===== config.mk =====
export PLATFORM = sky130hd
export DESIGN_NAME = mem_port_arbiter
export DESIGN_NICKNAME = d
export VERILOG_FILES = /design/src/rtl/otter_pkg.sv /design/src/rtl/starve_counter.sv /design/src/rtl/mem_port_arbiter.sv
export SDC_FILE = /design/constraint.sdc
export NUM_CORES = 1
export LEC_CHECK = 0
export BUFFER_PORTS_ARGS = -buffer_cell sky130_fd_sc_hd__buf_2
export CAP_MARGIN = 20
export CORE_AREA = 10 10 99 101
export DETAILED_ROUTE_END_ITERATION = 8
export DIE_AREA = 0 0 109 111
export HOLD_SLACK_MARGIN = 0.03
export PLACE_DENSITY = 0.6
export SLEW_MARGIN = 20
export SYNTH_ARGS = -nofsm -noshare
export SYNTH_HDL_FRONTEND = slang
export SYNTH_SLANG_ARGS = --single-unit

===== constraint.sdc =====
create_clock -name clk -period 3.24 [get_ports clk]
set_input_delay 0.324 -clock clk [delete_from_list [all_inputs] [get_ports clk]]
set_output_delay 0.324 -clock clk [all_outputs]
set_load 0.005 [all_outputs]

===== src/rtl/otter_pkg.sv =====
// Shared types and constants for the pipeline's memory-side blocks.
package otter_pkg;

   // Which requester the read data arriving next cycle belongs to.
   typedef enum logic [1:0] {
      OWN_NONE = 2'd0,
      OWN_IF   = 2'd1,
      OWN_D    = 2'd2
   } owner_t;

   // Access size code for a full 32-bit word.
   localparam logic [1:0] SIZE_WORD = 2'b10;

endpackage : otter_pkg


===== src/rtl/starve_counter.sv =====
// Saturating 4-bit counter used to bound how long fetch can be denied.
// clr has priority over inc. sat is high while the count equals STARVE_MAX.
module starve_counter #(
   parameter int unsigned STARVE_MAX = 3
) (
   input  logic       clk,
   input  logic       rst_n,
   input  logic       inc,
   input  logic       clr,
   output logic [3:0] cnt_o,
   output logic       sat_o
);

   localparam logic [3:0] MAX_CNT = 4'(STARVE_MAX);

   logic [3:0] cnt_q;
   logic [3:0] cnt_d;

   // Next count: clear wins, otherwise count up until saturated.
   always_comb begin
      cnt_d = cnt_q;
      if (clr) begin
         cnt_d = 4'd0;
      end else if (inc && (cnt_q != MAX_CNT)) begin
         cnt_d = cnt_q + 4'd1;
      end
   end

   // Count register, cleared by the asynchronous reset.
   always_ff @(posedge clk or negedge rst_n) begin
      if (!rst_n) begin
         cnt_q <= 4'd0;
      end else begin
         cnt_q <= cnt_d;
      end
   end

   assign cnt_o = cnt_q;
   assign sat_o = (cnt_q == MAX_CNT);

endmodule : starve_counter


===== src/rtl/mem_port_arbiter.sv =====
// Shares one synchronous memory port between instruction fetch and the
// load/store stage. Data normally wins a conflict; fetch wins once it has
// been denied STARVE_MAX cycles in a row. Read data returns one cycle after
// the grant and is steered to whichever requester owned that read.
//
// Handshake: a requester raises req with stable address/data and keeps them
// until it sees gnt in the same cycle; gnt is combinational (zero latency)
// and a dropped req is simply forgotten. rvalid pulses for one cycle, the
// cycle after a read grant; stores never produce rvalid.
module mem_port_arbiter
   import otter_pkg::*;
#(
   parameter int unsigned STARVE_MAX = 3
) (
   input  logic        clk,
   input  logic        RESET_n,
   // instruction fetch port
   input  logic        if_req,
   input  logic [31:0] if_addr,
   output logic        if_gnt,
   output logic        if_rvalid,
   output logic [31:0] if_rdata,
   // data port
   input  logic        d_req,
   input  logic        d_we,
   input  logic [31:0] d_addr,
   input  logic [31:0] d_wdata,
   input  logic [1:0]  d_size,
   input  logic        d_sign,
   output logic        d_gnt,
   output logic        d_rvalid,
   output logic [31:0] d_rdata,
   // shared memory port
   output logic        mem_rden,
   output logic        mem_we,
   output logic [31:0] mem_addr,
   output logic [31:0] mem_wdata,
   output logic [1:0]  mem_size,
   output logic        mem_sign,
   input  logic [31:0] mem_rdata,
   // state visibility
   output owner_t      dbg_owner,
   output logic [3:0]  dbg_starve_cnt
);

   owner_t owner_q;
   owner_t owner_d;
   logic   starve_sat;

   starve_counter #(
      .STARVE_MAX (STARVE_MAX)
   ) u_starve (
      .clk   (clk),
      .rst_n (RESET_n),
      .inc   (if_req & ~if_gnt),
      .clr   (if_gnt | ~if_req),
      .cnt_o (dbg_starve_cnt),
      .sat_o (starve_sat)
   );

   // Grant selection and memory-port mux; nothing is granted in reset.
   always_comb begin
      if_gnt    = 1'b0;
      d_gnt     = 1'b0;
      mem_rden  = 1'b0;
      mem_we    = 1'b0;
      mem_addr  = 32'd0;
      mem_wdata = 32'd0;
      mem_size  = 2'b00;
      mem_sign  = 1'b0;
      owner_d   = OWN_NONE;
      if (RESET_n) begin
         if (if_req && (!d_req || starve_sat)) begin
            if_gnt   = 1'b1;
            mem_rden = 1'b1;
            mem_addr = if_addr;
            mem_size = SIZE_WORD;
            owner_d  = OWN_IF;
         end else if (d_req) begin
            d_gnt     = 1'b1;
            mem_rden  = ~d_we;
            mem_we    = d_we;
            mem_addr  = d_addr;
            mem_wdata = d_wdata;
            mem_size  = d_size;
            mem_sign  = d_sign;
            owner_d   = d_we ? OWN_NONE : OWN_D;
         end
      end
   end

   // Remember who owns the read in flight so the response can be steered.
   always_ff @(posedge clk or negedge RESET_n) begin
      if (!RESET_n) begin
         owner_q <= OWN_NONE;
      end else begin
         owner_q <= owner_d;
      end
   end

   assign if_rvalid = (owner_q == OWN_IF);
   assign d_rvalid  = (owner_q == OWN_D);
   assign if_rdata  = if_rvalid ? mem_rdata : 32'd0;
   assign d_rdata   = d_rvalid  ? mem_rdata : 32'd0;
   assign dbg_owner = owner_q;

endmodule : mem_port_arbiter


==> key figures <==
Global routing
  – Total GRT Usage: 14.9%
  – Global route overflow: 0
  – Global-route wire length before repair: ~14,000 um
  – Pin count of the biggest net entering global routing: 64
  – Vias in the first global route: between 2,000 and 2,500
  – Initial antenna violation count: 2

Clock network
  – CTS H-tree lvls: 1
  – Number of gates resized after cts: 0
  – Clock tree buffer depth: 2
  – Cts bufs inserted: 3
  – CTS tree: yes
  – Post-CTS Setup Repair Bufs: 0
  – CTS Hold Bufs: 1
  – Clk_lat worst skew: ~0.22 ns
  – Clk slew on worst S/H paths: ~0.030 ns
  – Root buffer cell: clkbuf_8
  – Clk sinks: 6

Logic synthesis
  – Synth cell types: 24
  – Number of synthesis warnings: 0
  – Post-synth EDFFs: 0
  – Syn_nets: 314
  – Synth async-reset ratio: 100%
  – Largest area contributor in the netlist: and2_1
  – Syn Area/Cell: 7.43 um2
  – Mapped Area: around 1300 um2
  – Commonest cells in the synthesized netlist: and2_1, a22o_1, clkbuf_1
  – Top cell type's share of synthesized area: between 40% and 50%
  – Area contributors post-synth: and2_1, a22o_1, dfrtp_1
  – Synth Register Bits: 6
  – Sequential area share after synthesis: a little under an eighth
  – Mapped Cells: between 150 and 200
  – Top-count cell post-synth: and2_1
  – Ys flop type: dfrtp_1

Die
  – Core Region: roughly 8000 um2
  – Row cnt: 33
  – Die Span X: between 100 and 150 um
  – Initial Util: 16.5%
  – Die area: between 10,000 and 15,000 um2
  – I/O pins: 279
  – Die H: 111 um

Drt
  – WL final: roughly 10,000 um
  – Initial DRC Count: 86
  – Residual DRC: 0
  – Antenna Violating Nets Remaining: 0
  – Met2 wire len: 5060 um
  – Wl on met1: 3310 um
  – Routed WL per cell: between 15 and 20 um
  – Via/cell ratio: around 4.2
  – Initial DRT Pass Iterations: 4
  – Top sig layer: met5
  – Metal3 WL: 1610 um
  – Vias: around 2,300

Critical path
  – Critical path peak fanout: between 60 and 70
  – Element type at the critical path start: input port
  – R2R Path End: dbg_owner[0]$_DFF_PN0_
  – Crit. End Element: primary output
  – CP Data Arrival Time: 2.31 ns
  – Worst reg2reg path startpoint: u_starve.cnt_o[0]$_DFFE_PN0P_
  – WP data required: around 3 ns
  – R2r worst-path depth: 4
  – Reg-to-reg slack, setup: roughly 1.6 ns
  – Critical path class: in -> out

STA
  – Max-slew headroom: ~64%
  – Final setup violation count: 0
  – Final Hold Viols: 0
  – Post-route setup TNS: 0 ns
  – Max Clk Rate: between 300 and 400 MHz
  – Worst hold margin: between 0.3 and 0.4 ns
  – Worst slew pin tran: between 0.5 and 0.6 ns
  – Clk_skew: around 0.00053 ns
  – Crit path time final: ~2.6 ns
  – Fin crit share: between 80% and 90%
  – RSZ-0062 raised after global routing: false
  – Slew Limit Fails: 0

Worst hold path
  – Hold Crit Start: d_we
  – Class of the worst hold path: in -> reg
  – Hold Path End: dbg_owner[1]$_DFF_PN0_
  – Hold Path Stages: 2

Placement
  – Final HPWL DP: 9230 um
  – GP Congestion: between 0.8 and 0.9
  – Port Buffers: about 280

Status
  – Outcome: complete, no violations

Finish
  – Final net count: slightly below 600
  – Antenna cells: 0
  – P&R area growth vs syn: 116%
  – Layout cell share with drive strength beyond 1: 64.7%

Pwr
  – Clock share of power: between 20% and 30%
  – Switching Share: about 34%
  – Pwr Density: ~170 nW/um2
  – Internal power: between 0.3 and 0.4 mW
  – NetSw: around 0.17 mW
  – Part of the power in registers: between 10% and 20%
  – Leak pwr: roughly 1.9 nW
  – Comb pwr share: 60.3%
  – Maximum VDD drop: 105 uV

Flow run
  – Max Cap Viol: 0
[flip-flops by register name, summed over array words and instances (netlist names)]
register and count:
u_starve.cnt_o 4, dbg_owner 2
[logic make-up (layout without fill, tap and decap cells)]
group / Yosys count / after routing / share of synthesized area, %
compound gates: 38 / 38 / 25.3
xor+xnor: 2 / 2 / 1.33
fa+ha+maj: 1 / 1 / 0.951
buf+inv: 16 / 286 / 6.47
flops: 6 / 6 / 11.4
mux: 1 / 1 / 0.761
simple gates: 113 / 113 / 53.8
[placed cells by master (no fill, tap or decap)]
master,count
buf_2,278
and2_1,99
a22o_1,32
dfrtp_1,6
nor2b_1,4
buf_4,4
nor2_1,3
clkbuf_8,3
nand2_1,2
a21oi_4,2
or3b_4,1
nor3b_2,1
a31o_1,1
o21bai_1,1
nand3b_1,1
or2b_1,1
a31oi_1,1
a21oi_1,1
mux2i_1,1
nand3_1,1
xor2_1,1
xnor2_1,1
ha_1,1
dlygate4sd3_1,1
[critical path: stages]
cell and delay, ns:
dlygate4sd3_1 0.52, buf_2 0.22, nand2_1 0.16, a21oi_4 0.20, buf_4 0.49, a22o_1 0.23, buf_2 0.13
[cell type report]
cell class	count	area, um2
sequential	6	150
fill	885	5130
timing repair buffer	283	1430
multi-input combinational	155	1090
clock buffer	3	41.3
tap	105	131
[layer usage]
layer  vias up  GRT usage, %
met5         -             0
met4         4          2.37
met3        12          8.31
met2       180          27.7
met1       995          13.8
li1       1139             -
[stage by stage]
stage	std cells	instance area [um2]	total power, mW	setup slack, ns	util, %
CTS	552	2840	0.504	0.571	35.7
finish	552	2840	0.494	0.610	35.7
global placement	548	2790	0.386	1.02	35.0
detailed placement	548	2790	0.390	0.968	35.0
floorplan	177	1320	0.202	1.35	-
global route	552	2840	0.536	0.417	35.7
[power by group through the flow]
stage	clock network [mW]	registers, mW	logic (mW)
global route	0.118	0.0876	0.330
CTS	0.112	0.0871	0.305
finish	0.109	0.0872	0.298
global placement	0	0.0873	0.299
floorplan	0	0.0877	0.114
detailed placement	0	0.0878	0.303
[worst max path at each step]
stage / cells after the start / startpoint / slack (ns) / end
floorplan: 6 / u_starve.cnt_o[0]$_DFFE_PN0P_ / 1.35 / mem_addr[18]
finish: 7 / RESET_n / 0.61 / mem_addr[31]
global route: 7 / RESET_n / 0.42 / mem_addr[1]
global placement: 6 / u_starve.cnt_o[0]$_DFFE_PN0P_ / 1.02 / mem_addr[3]
CTS: 7 / RESET_n / 0.57 / mem_addr[31]
detailed placement: 6 / u_starve.cnt_o[0]$_DFFE_PN0P_ / 0.97 / mem_addr[31]
(Power assumes the default switching activity.)
